`src/rtl/syscall_sequencer.sv`:
```
// Multi-cycle executor for JRRA syscalls: stalls the CPU, reads memory or registers,
// streams words to the console, writes ACC for get_int, then pulses done.
module syscall_sequencer #(
  parameter int             DW        = 8,
  parameter int             AW        = 8,
  parameter int             NUM_REGS  = 4,
  parameter logic [AW-1:0]  STACK_TOP = 8'hFF,
  parameter int             MAX_STR   = 32
) (
  input  logic          clk,
  input  logic          rst_n,
  input  logic          syscall_req,
  input  logic [2:0]    code,
  input  logic [DW-1:0] acc,
  input  logic [AW-1:0] sp,
  output logic          stall,
  output logic          done,
  output logic          err,
  output logic          mem_rd,
  output logic [AW-1:0] mem_addr,
  input  logic [DW-1:0] mem_rdata,
  output logic [2:0]    reg_sel,
  input  logic [DW-1:0] reg_rdata,
  output logic          acc_we,
  output logic [DW-1:0] acc_wdata,
  output logic          con_valid,
  output logic [DW-1:0] con_data,
  output logic [1:0]    con_type,
  input  logic          con_ready
);

  localparam logic [2:0] C_STR   = 3'b001;
  localparam logic [2:0] C_INT   = 3'b010;
  localparam logic [2:0] C_ACC   = 3'b100;
  localparam logic [2:0] C_REGS  = 3'b101;
  localparam logic [2:0] C_STACK = 3'b110;

  localparam int            CW       = $clog2(MAX_STR + 1);
  localparam logic [CW-1:0] MAX_CNT  = CW'(MAX_STR);
  localparam logic [AW-1:0] LAST_REG = AW'(NUM_REGS - 1);

  typedef enum logic [2:0] {S_IDLE, S_RD, S_WAIT, S_EMIT, S_ACCWR, S_DONE} state_e;

  state_e        state_q, state_d;
  logic [2:0]    code_q, code_d;
  logic [AW-1:0] ptr_q, ptr_d;
  logic [AW-1:0] sp_q, sp_d;
  logic [CW-1:0] count_q, count_d;
  logic [DW-1:0] data_q, data_d;
  logic          err_q, err_d;

  // State and syscall context registers
  always_ff @(posedge clk) begin
    if (!rst_n) begin
      state_q <= S_IDLE;
      code_q  <= 3'd0;
      ptr_q   <= '0;
      sp_q    <= '0;
      count_q <= '0;
      data_q  <= '0;
      err_q   <= 1'b0;
    end else begin
      state_q <= state_d;
      code_q  <= code_d;
      ptr_q   <= ptr_d;
      sp_q    <= sp_d;
      count_q <= count_d;
      data_q  <= data_d;
      err_q   <= err_d;
    end
  end

  // Next-state and output decode
  always_comb begin
    state_d   = state_q;
    code_d    = code_q;
    ptr_d     = ptr_q;
    sp_d      = sp_q;
    count_d   = count_q;
    data_d    = data_q;
    err_d     = err_q;
    stall     = 1'b0;
    done      = 1'b0;
    err       = 1'b0;
    mem_rd    = 1'b0;
    mem_addr  = '0;
    reg_sel   = 3'd0;
    acc_we    = 1'b0;
    acc_wdata = '0;
    con_valid = 1'b0;
    con_data  = '0;
    con_type  = 2'd0;

    case (state_q)
      S_IDLE: begin
        stall = syscall_req;
        if (syscall_req) begin
          code_d  = code;
          sp_d    = sp;
          count_d = '0;
          err_d   = 1'b0;
          case (code)
            C_STR, C_INT: begin
              ptr_d   = AW'(acc);
              state_d = S_RD;
            end
            C_ACC: begin
              data_d  = acc;
              state_d = S_EMIT;
            end
            C_REGS: begin
              ptr_d   = '0;
              state_d = S_EMIT;
            end
            C_STACK: begin
              ptr_d   = STACK_TOP;
              state_d = (sp == STACK_TOP) ? S_DONE : S_RD;
            end
            default: begin
              err_d   = 1'b1;
              state_d = S_DONE;
            end
          endcase
        end else begin
          state_d = S_IDLE;
        end
      end
      S_RD: begin
        stall    = 1'b1;
        mem_rd   = 1'b1;
        mem_addr = ptr_q;
        state_d  = S_WAIT;
      end
      S_WAIT: begin
        stall  = 1'b1;
        data_d = mem_rdata;
        if (code_q == C_INT) begin
          state_d = S_ACCWR;
        end else if ((code_q == C_STR) && (mem_rdata == '0)) begin
          state_d = S_DONE;
        end else begin
          state_d = S_EMIT;
        end
      end
      S_ACCWR: begin
        stall     = 1'b1;
        acc_we    = 1'b1;
        acc_wdata = data_q;
        state_d   = S_DONE;
      end
      S_EMIT: begin
        stall     = 1'b1;
        con_valid = 1'b1;
        case (code_q)
          C_REGS: begin
            reg_sel  = ptr_q[2:0];
            con_data = reg_rdata;
            con_type = 2'd2;
          end
          C_ACC: begin
            con_data = data_q;
            con_type = 2'd1;
          end
          C_STACK: begin
            con_data = data_q;
            con_type = 2'd3;
          end
          default: begin
            con_data = data_q;
            con_type = 2'd0;
          end
        endcase
        // Pointer/count only move on the handshake so the word stays stable while stalled
        if (con_ready) begin
          case (code_q)
            C_STR: begin
              ptr_d   = ptr_q + AW'(1);
              count_d = count_q + CW'(1);
              state_d = ((count_q + CW'(1)) == MAX_CNT) ? S_DONE : S_RD;
            end
            C_REGS: begin
              if (ptr_q == LAST_REG) begin
                state_d = S_DONE;
              end else begin
                ptr_d   = ptr_q + AW'(1);
                state_d = S_EMIT;
              end
            end
            C_STACK: begin
              ptr_d   = ptr_q - AW'(1);
              state_d = ((ptr_q - AW'(1)) == sp_q) ? S_DONE : S_RD;
            end
            default: begin
              state_d = S_DONE;
            end
          endcase
        end else begin
          state_d = S_EMIT;
        end
      end
      S_DONE: begin
        done    = 1'b1;
        err     = err_q;
        state_d = S_IDLE;
      end
      default: begin
        state_d = S_IDLE;
      end
    endcase
  end

endmodule

```
`config.mk`:
```
export PLATFORM = sky130hd
export DESIGN_NAME = syscall_sequencer
export DESIGN_NICKNAME = d
export VERILOG_FILES = /design/src/rtl/syscall_sequencer.sv
export SDC_FILE = /design/constraint.sdc
export NUM_CORES = 1
export LEC_CHECK = 0
export CAP_MARGIN = 10
export CORE_AREA = 2 2 76 78
export CTS_BUF_LIST = sky130_fd_sc_hd__clkbuf_8
export CTS_CLUSTER_DIAMETER = 100
export CTS_CLUSTER_SIZE = 12
export DETAILED_ROUTE_END_ITERATION = 8
export DIE_AREA = 0 0 78 80
export PLACE_DENSITY = 0.89
export SLEW_MARGIN = 20
export SYNTH_ARGS = -nofsm -noshare
export SYNTH_HDL_FRONTEND = slang
export SYNTH_SLANG_ARGS = --single-unit
```
`constraint.sdc`:
```
create_clock -name clk -period 3.2 [get_ports clk]
set_clock_uncertainty 0.2 [all_clocks]
set_input_delay 0.64 -clock clk [delete_from_list [all_inputs] [get_ports clk]]
set_output_delay 0.64 -clock clk [all_outputs]
set_load 0.05 [all_outputs]
```
======== Word level (Yosys, flattened, before mapping) ========
Cells that the tools add are included.
cells by class
  add/sub/neg operators ................... 3
  equality and inequality tests ........... 26
  mux-type cells .......................... 39
  reductions and logical operators ........ 13
operators with widths
  cell                                                                   count
  8-bit 2-to-1 mux                                                       9
  8-bit case mux with 3 select lines                                     2
  8-bit case mux with 2 select lines                                     2
  3-bit 2-to-1 mux                                                       10
  3-bit equality test, second input constant                             8
  6-bit 2-to-1 mux                                                       3
  3-bit case mux with 3 select lines                                     2
  3-bit case mux with 5 select lines                                     1
  3-bit by 2-bit equality test with 1-bit output, second input constant  4
  6-bit case mux with 2 select lines                                     1
  3-bit by 1-bit equality test with 1-bit output, second input constant  3
  8-bit by 1-bit adder with 8-bit output, second input constant          1
  8-bit by 2-bit equality test with 1-bit output, second input constant  1
  8-bit equality test                                                    1
  8-bit equality test, second input constant                             1
  8-bit logical NOT                                                      1
  8-bit by 1-bit subtractor with 8-bit output, second input constant     1
  6-bit by 1-bit adder with 6-bit output, second input constant          1
  6-bit equality test, second input constant                             1
  1-bit 2-to-1 mux                                                       6
  2-bit != test, second input constant                                   3
  2-bit case mux with 3 select lines                                     1
  6-bit AND reduction                                                    1
  5-bit OR reduction                                                     1
  other kinds (14)                                                       16
storage, ports and cells
  flip-flop bits (word level) ............. 37
  word-level logic and storage cells ...... 88

======== Longest topological paths before layout ========
Gate-level depths: netlist of the first run.
  word-level depth ........................ 6
  depth in mapped cells ................... 9
  mapped depth without buffers ............ 7

======== Least setup slack after synthesis of the first run ========
Ideal clock, no wire load.
  path kind ............................... register -> output
  start ................................... register state_q[2]
  end ..................................... output mem_addr[4]
  arrival ................................. 2.413 ns
  data required time ...................... 2.360 ns
  slack ................................... -0.053 ns
  stages on the path, launching flop included .. 4
  path through ............................ dfxtp_1 -> clkbuf_1 -> nor3_1 -> and2_1
on the way
  cells in the longest elaborated chain, start to end .. 2
ends and longest elaborated chain
  item                                            line  RTL
  start, declared                                 44    state_e state_q, state_d;
  start signal, assigned                          63    state_q <= state_d;
  3-bit by 1-bit equality test with 1-bit output  94    case (state_q)
  8-bit 2-to-1 mux                                94
  end, declared                                   20    output logic [AW-1:0] mem_addr,
Every way passes these cells.

======== Final worst setup path of the first run ========
  start ................................... register state_q[0]
  end ..................................... output mem_addr[3]
The elaborated chain is that of the path after synthesis.

==> summary.txt, run 1 <==
Initial Util - 0.528
Startpoint types - flop
FF+latch count, synth - 37
Pin count of the biggest net entering global routing - 18
Via/cell ratio - 6.08
N_diodes - 0
WL/cell - 16.0 um
Row cnt - 27
Vias in the first global route - 2866
Synth cell count leaders - nand2_1 (58), a21oi_1 (46), nor2_1 (38)
Crit-path max FO - 8
Initial antenna violation count - 0
Post-cts sizing count - 0
Cell area after synthesis - 2850 um2
Run status - complete, no violations
Hold buffer count at cts - 0
EDFF count, synth - 0
Iter 0 DRT Violations - 283
Avg Inst Size Synth - 7.22 um2
Post-synth ARST share - 0
Post-CTS Setup Bufs - 0
Fmax - 320 MHz
RSZ-0062 raised after global routing - no
Worst skew pair latency - 0.30 ns
Dominant cell type by area after synthesis - dfxtp_1
Final setup violation count - 0
Post-Place Cell Area - 3610 um2
DP Wirelength - 6.29 mm
Die Area - 6240 um2
PortBufs - 73
Final min period - 3.13 ns
Gpl congestion - 0.923
Total Routing Usage GR - 0.270
Yosys cell types - 63
Die Width - 78 um
# Max-Cap Violations - 0
Top Ports - 74
Critical Path AT - 2.29 ns
Clk buf depth - 2
Mapped Cells - 395
Drt total wl - 8.37 mm
Via Count - 3172
Num Clock Sinks - 37
Max-slew violation total from the final report - 0
Leakage Power - 0.00144 uW
Peak supply drop - 0.306 mV
Main flop type after synthesis - dfxtp_1
Num CTS Buffers - 5
Detail Route Antenna Nets - 0
CTS H-Tree Depth - 2
Layout cell share with drive strength beyond 1 - 0.144
Period utilization - 0.977
Hold/Removal Path Class - flop to flop
Global-route wire length before repair - 13.6 mm
Final Hold Fails - 0
Design Area, Final - 3700 um2
WS Path Type - flop to output port
Area growth syn-to-layout - 29.9%
Crit end category - output port
Core area - 5410 um2
CTS tree - built
Overflow after GRT - 0
PD cells - 503 nW/um2
Worst Tran Pin Value - 0.770 ns
CTS clock-pin slew for the worst setup and hold paths - 0.07 ns
Die height - 80 um
Share of the synthesized area in the top cell type - 0.260
Synth warn - 0
Synth area leaders - dfxtp_1 (26%), a21oi_1 (8.1%), nand2_1 (7.6%)
Data required, critical path - 2.36 ns
Rel. slew slack - 0.485
Register area share after synthesis - 0.260
Nets - 493
# DRC - 0
Syn nets - 438
Clock Tree Root - clkbuf_8
Drt pass-1 iters - 5
Most common cell in the synthesized netlist - nand2_1
Setup TNS - 0 ns
==> final timing paths <==
check	slack, ns	start	cells after the start	endpoint
max	0.07	state_q[0]	3	mem_addr[3]
min	0.27	sp_q[6]	2	sp_q[6]
max reg2reg	0.66	state_q[0]	6	ptr_q[4]
min reg2reg	0.27	sp_q[6]	2	sp_q[6]
==> flip-flops by register name, indices dropped and copies added, names as in the netlist <==
signal / flops
code_q: 3
data_q: 8
err_q: 1
sp_q: 8
state_q: 3
count_q: 6
ptr_q: 8
==> cell type report <==
cell class                 count  area (um2)
fill                         437        1700
tap                           72        90.1
inverter                       9        38.8
timing repair buffer          81         841
sequential                    37         743
multi-input combinational    316        1910
clock inverter                 1        3.75
clock buffer                   6        82.6
==> logic make-up after synthesis <==
logic type,after synthesis,share of synthesized area
muxes,12,0.0421
and+or+nand+nor,183,0.329
xor gates and xnor gates,14,0.0430
DFF,37,0.260
buffers and inverters,42,0.0737
adders and majority gates,4,0.0176
AOI/OAI and AO/OA,103,0.235
==> layout by cell type (no fill, tap or decap), drive strengths merged, types with 6 or more instances in the layout <==
master | synthesis | routed
xnor2 | 8 | 8
inv | 9 | 10
a21oi | 46 | 46
nand2 | 60 | 60
xor2 | 6 | 6
clkbuf | 16 | 6
o21ai | 16 | 16
clkdlybuf4s50 | 0 | 42
and2 | 15 | 15
nand3 | 16 | 16
nor4 | 9 | 9
a211oi | 10 | 10
dfxtp | 37 | 37
nor3 | 18 | 18
nor2 | 40 | 40
mux2i | 12 | 12
buf | 17 | 36
==> where the power goes <==
| group | internal, uW | switching [uW] | total, uW |
|---|---|---|---|
| Clock | 168 | 164 | 332 |
| Sequential | 539 | 124 | 663 |
| Combinational | 360 | 508 | 868 |
==> through the flow <==
step	total power [uW]	hold WS (ns)	std cells	setup WS [ns]	util
2_1_floorplan	1290	0.248	395	0.0190	-
3_3_place_gp	1490	0.257	515	0.426	0.668
3_5_place_dp	1520	0.260	515	0.354	0.668
4_1_cts	1850	0.270	522	0.0409	0.684
5_1_grt	1980	0.299	522	0.00474	0.685
6_report	1860	0.270	522	0.0734	0.685
==> layer usage <==
layer	track usage	vias up	part of all wire	routed length (um)
met5	0	-	0	0
met4	0.0947	0	0.022	182
met3	0.0452	25	0.093	775
met2	0.459	183	0.47	3930
met1	0.346	1451	0.42	3480
li1	-	1513	-	-
==> critical path: stages, from the launching register on <==
cell,delay [ns]
dfxtp_1,0.58
inv_1,0.24
nor4_1,0.30
clkdlybuf4s50_1,0.87
No activity file was read; power rests on OpenSTA's default activity.
==> inputs of run 2 (changes only) <==
--- a/config.mk
+++ b/config.mk
@@ -12,7 +12,8 @@
 export CTS_CLUSTER_SIZE = 12
 export DETAILED_ROUTE_END_ITERATION = 8
 export DIE_AREA = 0 0 78 80
-export PLACE_DENSITY = 0.89
+export DONT_BUFFER_PORTS = 1
+export PLACE_DENSITY = 0.71
 export SLEW_MARGIN = 20
 export SYNTH_ARGS = -nofsm -noshare
 export SYNTH_HDL_FRONTEND = slang
==> run 2 against run 1 <==
Combinational power fell by 8.5%. Flip-flop and latch count did not move. Sequential share of layout area rose by 2.1 points. Highest routed layer unchanged. Maximum frequency rose by 5.8%. Routed wire length fell by 5.8%. Global-route usage fell by 1.1 points. Final area fell by 9.8%. Via count fell by 8.4%. Total power fell by 1.7%. Cell count fell by 8.0%.
==> summary.txt, run 2 (synthesis gave the netlist of run 1 again) <==
Run status - complete, no violations
Largest registers - data_q (8), ptr_q (8), sp_q (8)
Data required, critical path - 2.36 ns (about the same)
Total Routing Usage GR - 0.259 (-0.0113)
Critical Path AT - 2.12 ns (-0.17 ns)
Row cnt - 27 (unchanged)
Area growth syn-to-layout - 17.2%
Design Area, Final - 3340 um2 (-9.8%)
Commonest non-fill, non-tap cell in the layout - nand2_1
Leakage Power - 0.00124 uW (-14%)
DP Wirelength - 5.95 mm (-5.3%)
Fmax - 338 MHz (+5.8%)
Post-cts sizing count - 0 (unchanged)
N_diodes - 0 (unchanged)
Die height - 80 um (unchanged)
Most frequent cells in the layout - nand2_1 (58), a21oi_1 (46), nor2_1 (38)
CTS tree - built
Drt pass-1 iters - 4 (-1)
Worst Tran Pin Value - 0.711 ns (-0.0587 ns)
Drt total wl - 7.89 mm (-5.8%)
CTS clock-pin slew for the worst setup and hold paths - 0.08 ns (about the same)
PortBufs - 0 (-100%)
Peak supply drop - 0.426 mV (+39%)
Comb power frac - 0.434 (-0.032)
WS Path Type - flop to output port
PD cells - 548 nW/um2 (+8.9%)
Via Count - 2904 (-8.4%)
RSZ-0062 raised after global routing - no
Crit end category - output port
Nets - 450 (-8.7%)
Period utilization - 0.923 (-0.0536)
Startpoint types - flop
# Max-Cap Violations - 0 (unchanged)
Setup TNS - 0 ns (unchanged)
Via/cell ratio - 6.05 (-0.44%)
Vias in the first global route - 2642 (-7.8%)
Sw frac - 0.432 (+0.00388)
Gpl congestion - 0.886 (-4.0%)
Final Hold Fails - 0 (unchanged)
Top Ports - 74 (unchanged)
Pin count of the biggest net entering global routing - 19 (+1)
Num CTS Buffers - 5 (unchanged)
Post-Place Cell Area - 3240 um2 (-10%)
Clk buf depth - 2 (unchanged)
Clock Tree Root - clkbuf_8
Num Clock Sinks - 37 (unchanged)
Layout cell share with drive strength beyond 1 - 0.176 (+0.0320)
CTS H-Tree Depth - 2 (unchanged)
Max-slew violation total from the final report - 0 (unchanged)
Initial antenna violation count - 0 (unchanged)
Internal - 1040 uW (-2.4%)
Crit-path max FO - 18 (+10)
Die Width - 78 um (unchanged)
Sequential Power Share - 0.361 (+0.005)
Rel. slew slack - 0.524 (+0.0393)
Global-route wire length before repair - 12.8 mm (-5.6%)
Final setup violation count - 0 (unchanged)
# DRC - 0 (unchanged)
Die Area - 6240 um2 (unchanged)
Worst skew pair latency - 0.30 ns (about the same)
Detail Route Antenna Nets - 0 (unchanged)
Clock network fraction of design power - 0.205 (+0.027)
Hold/Removal Path Class - input pin to flop
Hold buffer count at cts - 0 (unchanged)
Iter 0 DRT Violations - 263 (-7.1%)
Psw - 790 uW (-0.85%)
Overflow after GRT - 0 (unchanged)
Core area - 5410 um2 (unchanged)
WL/cell - 16.4 um (+2.5%)
Post-CTS Setup Bufs - 0 (unchanged)
Final min period - 2.96 ns (-0.172 ns)
Initial Util - 0.528 (unchanged)
## run 2: cell count changes in the layout (fill, tap and decap cells not counted), sizes merged
cell | previous run | this run
clkbuf | 6 | 7
dlymetal6s2s | 3 | 0
inv | 10 | 9
buf | 36 | 38
clkinv | 0 | 1
clkdlybuf4s50 | 42 | 0
## run 2: stage by stage
step | setup WS (ns) | util | cells | power (uW) | hold WS (ns)
2_1_floorplan | 0.0190 | - | 395 | 1290 | 0.248
3_3_place_gp | 0.659 | 0.600 | 472 | 1430 | 0.254
3_5_place_dp | 0.584 | 0.600 | 472 | 1450 | 0.267
4_1_cts | 0.253 | 0.618 | 480 | 1830 | 0.263
5_1_grt | 0.167 | 0.618 | 480 | 1940 | 0.261
6_report | 0.245 | 0.618 | 480 | 1830 | 0.265
## run 2: power groups by stage
stage | Combinational (uW) | Clock, uW | Sequential [uW]
after global routing | 864 | 397 | 676
final | 794 | 375 | 662
after floorplan | 691 | 0 | 597
after CTS | 790 | 379 | 657
after detailed placement | 786 | 0 | 668
after global placement | 770 | 0 | 662
## run 2: worst paths after layout
kind | start | end | slack [ns] | depth (start not counted)
setup / recovery | state_q[0] | con_type[1] | 0.24 | 4
hold / removal | code[2] | code_q[2] | 0.27 | 2
setup reg to reg | ptr_q[0] | ptr_q[6] | 0.75 | 7
hold reg to reg | sp_q[0] | sp_q[0] | 0.27 | 2
## run 2: area by class of cell
cell class / count / area, um2
Fill cell: 498 / 2060
Multi-Input combinational cell: 316 / 1940
Sequential cell: 37 / 741
Timing Repair Buffer: 38 / 435
Clock buffer: 7 / 96.3
Tap cell: 72 / 90.1
Inverter: 9 / 38.8
Clock inverter: 1 / 5.00
## run 2: worst max-delay path, stage by stage, from the launching register on
cell and delay (ns):
dfxtp_1 0.59, nand2_2 0.12, or2_1 0.42, inv_6 0.23
o211a_1 0.45
## run 2: routing by layer
layer	vias to the layer above	GRT usage	wire length, um
li1	1427	-	-
met1	1344	0.344	3410
met2	124	0.417	3730
met3	9	0.0498	636
met4	0	0.0965	114
met5	-	0	0
==> variant 1, RTL diff (flow settings as in run 1) <==
`STACK_TOP`: 8'hFF -> 8'h7F.
--- a/src/rtl/syscall_sequencer.sv
+++ b/src/rtl/syscall_sequencer.sv
@@ -4,7 +4,7 @@
   parameter int             DW        = 8,
   parameter int             AW        = 8,
   parameter int             NUM_REGS  = 4,
-  parameter logic [AW-1:0]  STACK_TOP = 8'hFF,
+  parameter logic [AW-1:0]  STACK_TOP = 8'h7F,
   parameter int             MAX_STR   = 32
 ) (
   input  logic          clk,
Function: changed (a bounded check fails within 4 cycles, from zero or initial values and one cycle with rst_n low).
==> variant 1 against run 1 <==
Sequential cell count did not move; clock power grew 13%; count of clock-buffer cells in the layout grew 1; setup slack better by 0.0015 ns; hold slack gained 0.0032 ns; utilization decreased by 1.4 points; final area down 2.1%; sequential share of layout area grew 0.36 points; synthesized area decreased by 1.8%; fmax about the same; routed wire length grew 0.30%; first-iteration DRC count rose by 33%; total power shrank 5.1%; critical path type unchanged; largest cell class unchanged; largest power group unchanged.
==> variant 1: results (changes against run 1) <==
Tot GR Track Use - 26.5% (-0.51 points)
nets - 481 (-2.4%)
xor and xnor area share after synthesis - 4.65% (+0.35 points)
# clk buffers - 7 (+1)
Post-synth top cells - 51 x nand2_1, 45 x a21oi_1, 37 x dfxtp_1
Routed WL - 8.40 mm (+0.30%)
Data buffer area share - 21.3% (-1.4 points)
clock root cell - clkbuf_8
Post-Syn Area - 2800 sq um (-1.8%)
fraction of area in clock buffers and inverters - 2.79% (+0.46 points)
Worst Hold Slack - 0.274 ns (+0.00319 ns)
CP peak stage delay - 0.81 ns (-0.06 ns)
layout cells sized above 1 - 14.6% (+0.13 points)
dpl cells - 503 (-2.3%)
Via density - 6.07 (about the same)
reg2reg start - state_q[1]$_SDFF_PN0_
worst hold start - sp_q[1]$_SDFFE_PN0P_
nonclk buf count - 84 (+3.7%)
global-route wire length before repair - 13.3 mm (-1.8%)
post-synthesis mux area share - 3.58% (-0.64 points)
Net Count, Synth - 422 (-3.7%)
Placer Congestion - 0.891 (-3.5%)
Reg2Reg Capture Point - state_q[2]$_SDFF_PN0_
top flop regs - data_q x8, ptr_q x8, sp_q x8
vias in the first global route - 2738 (-4.5%)
DRT iter0 DRCs - 375 (+33%)
outcome - finished clean
r2r setup slk - 0.69 ns (+0.03 ns)
sequential area share after synthesis - 26.5% (+0.49 points)
Placement Cell Area - 3520 sq um (-2.5%)
top cells by area, synth - dfxtp_1 26%, a21oi_1 8.0%, nand2_1 6.8%, nor2_1 4.3%, mux2i_1 3.6%
multi-input gates - 301 (-4.7%)
fraction of area in registers - 20.4% (+0.36 points)
Static Leak - 1.40 nW (-3.0%)
CP Max Fanout - 10 (+2)
Post-Synth Adder-Cell Area - 1.79% (+0.033 points)
multi-input combinational area share - 52.1% (+0.62 points)
area of the multi-input gates - 1890 sq um (-0.92%)
min cycle time layout - 3.13 ns (-0.00153 ns)
drt pass-1 iters - 6 (+1)
pre-CTS setup slack - 0.344 ns (-0.00947 ns)
IO buf count - 73 (unchanged)
[variant 1: changes by cell type in the layout (fill, tap and decap cells not counted), moves of 5 or more]
cell             delta
a211oi_1            +5
o21ai_0            -10
clkdlybuf4s50_1     +5
and3_1             +14
nor2_1              -6
buf_12              -7
nand2_1             -7
a31oi_1             +6
nor4_1              -5
buf_4               +8
[variant 1: power breakdown]
| part | total, mW | switching (mW) | internal, mW |
|---|---|---|---|
| Sequential | 0.629 | 0.100 | 0.529 |
| Combinational | 0.766 | 0.438 | 0.328 |
| Clock | 0.375 | 0.180 | 0.195 |
[variant 1: metal layers]
| metal | track usage (%) | vias to the layer above | wire length (microns) |
|---|---|---|---|
| met1 | 33.5 | 1426 | 3540 |
| met4 | 9.82 | 0 | 165 |
| met3 | 4.75 | 17 | 680 |
| met2 | 45.0 | 177 | 4020 |
| li1 | - | 1483 | - |
| met5 | 0 | - | 0 |
[variant 1: tightest hold or removal path, cell delays in order, from the launching register on]
cell and delay (ns):
dfxtp_1 0.32, nand2_1 0.06, a21oi_1 0.05
[variant 1: cell families after synthesis]
group                      after synthesis
DFF                                     37
and+or+nand+nor                        169
AOI/OAI and AO/OA                      104
adders and majority gates                4
muxes                                   10
buffers and inverters                   41
xor gates and xnor gates                14
[variant 1: worst max-delay path by stage]
stage                               start                     to  cells past startpoint
floorplan           state_q[2]$_SDFF_PN0_                    err                      4
global placement                  code[1]  ptr_q[0]$_SDFFE_PN0P_                      6
detailed placement                code[1]  ptr_q[0]$_SDFFE_PN0P_                      6
CTS                 state_q[0]$_SDFF_PN0_            mem_addr[6]                      3
global route        state_q[0]$_SDFF_PN0_            mem_addr[1]                      3
finish              state_q[0]$_SDFF_PN0_            mem_addr[6]                      3
==> variant 2, RTL diff (config.mk and constraints of run 1) <==
Without the edit above. The 6 states of `state_e` get a one-hot encoding in 6 bits.
--- a/src/rtl/syscall_sequencer.sv
+++ b/src/rtl/syscall_sequencer.sv
@@ -39,7 +39,7 @@
   localparam logic [CW-1:0] MAX_CNT  = CW'(MAX_STR);
   localparam logic [AW-1:0] LAST_REG = AW'(NUM_REGS - 1);
 
-  typedef enum logic [2:0] {S_IDLE, S_RD, S_WAIT, S_EMIT, S_ACCWR, S_DONE} state_e;
+  typedef enum logic [5:0] {S_IDLE = 6'b000001, S_RD = 6'b000010, S_WAIT = 6'b000100, S_EMIT = 6'b001000, S_ACCWR = 6'b010000, S_DONE = 6'b100000} state_e;
 
   state_e        state_q, state_d;
   logic [2:0]    code_q, code_d;
Formal check against the unedited RTL: no difference found for any inputs over 10 cycles, from zero or initial values and one cycle with rst_n low; not proved beyond that.
==> variant 2 against run 1 <==
Via count shrank 1.3%; sequential cell count rose by 3; final area increased by 9.3%; non-clock buffer count rose by 3; register-to-register slack worse by 0.21 ns; final cell count rose by 1.3%; setup slack gained 0.11 ns; synthesized area increased by 2.2%; routed wire length is 3.0% higher; global-route usage rose by 0.93 points; highest routed layer unchanged.
Power is not compared: it rests on default switching activity, and its combinational part moved more than twofold at a synthesized area within 25%.
==> variant 2: results (changes against run 1) <==
r2r setup slk - 0.45 ns (-0.21 ns)
Via density - 5.92 (-2.6%)
clk_lat worst skew - 0.28 ns (-0.02 ns)
global-route wire length before repair - 14.2 mm (+4.3%)
Placer Congestion - 0.890 (-3.5%)
nets - 498 (+1.0%)
M3 GR Usage - 3.85% (-0.68 points)
Routed WL - 8.62 mm (+3.0%)
CP Max Fanout - 10 (+2)
Reg2Reg Capture Point - state_q[5]$_SDFF_PN0_
met2 GRT Util - 51.9% (+6.0 points)
xor and xnor area share after synthesis - 4.51% (+0.21 points)
r2r worst-path depth - 8 (+2)
Post-Synth Adder-Cell Area - 1.29% (-0.47 points)
reg2reg start - ptr_q[0]$_SDFFE_PN0P_
post-DP HPWL - 6.39 mm (+1.5%)
Slew HR - 54.8% (+6.4 points)
gr ovfl total - 0 (unchanged)
sequential area share after synthesis - 27.5% (+1.5 points)
met1 usage - 33.4% (-1.2 points)
vias in the first global route - 3038 (+6.0%)
hold path depth - 1 (-1)
top cells by area, synth - dfxtp_1 27%, nand2_1 6.4%, a21oi_1 5.5%, nand3_1 5.0%, and2_1 4.5%
Tot GR Track Use - 27.9% (+0.93 points)
post-synthesis mux area share - 3.78% (-0.43 points)
CP peak stage delay - 0.79 ns (-0.08 ns)
layout cells sized above 1 - 14.7% (+0.22 points)
pin count of the biggest net entering global routing - 33 (+15)
DRT iter0 DRCs - 275 (-2.8%)
outcome - finished clean
[variant 2: worst max-delay path by stage]
| stage | endpoint | cells after the start | start | slack [ns] |
|---|---|---|---|---|
| 3_3_place_gp | data_q[7]$_SDFFE_PN0P_ | 5 | code[1] | 0.49 |
| 6_report | err | 4 | state_q[1]$_SDFF_PN0_ | 0.19 |
| 4_1_cts | err | 4 | state_q[1]$_SDFF_PN0_ | 0.19 |
| 3_5_place_dp | data_q[3]$_SDFFE_PN0P_ | 5 | code[1] | 0.40 |
| 2_1_floorplan | reg_sel[0] | 5 | state_q[1]$_SDFF_PN0_ | 0.13 |
| 5_1_grt | acc_wdata[3] | 6 | state_q[0]$_SDFF_PN1_ | 0.08 |
[variant 2: worst reg2reg max path: cells and delay by family, from the launching register on]
family,cells,cell delay (ns)
AOI/OAI and AO/OA,3,0.65
xor gates and xnor gates,1,0.23
adders and majority gates,1,0.33
buffers and inverters,1,0.11
DFF,1,0.54
and+or+nand+nor,2,0.64
[variant 2: cell type report]
type / instances / area [sq um]
tap: 72 / 90.1
clock buffer: 6 / 82.6
inverter: 7 / 27.5
timing repair buffer: 84 / 1090
clock inverter: 2 / 10.0
sequential: 40 / 801
fill: 403 / 1360
multi-input combinational: 318 / 1940
[variant 2: per-layer routing]
metal	up-vias	wire, microns
li1	1527	-
met5	-	0
met3	17	557
met1	1460	3480
met4	0	149
met2	128	4430
[variant 2: metrics by stage]
step,std cells,hold slack [ns],area (sq um)
floorplan,396,0.239,2930
global placement,521,0.254,3960
detailed placement,521,0.260,3960
CTS,529,0.281,4050
global route,529,0.332,4050
finish,529,0.281,4050
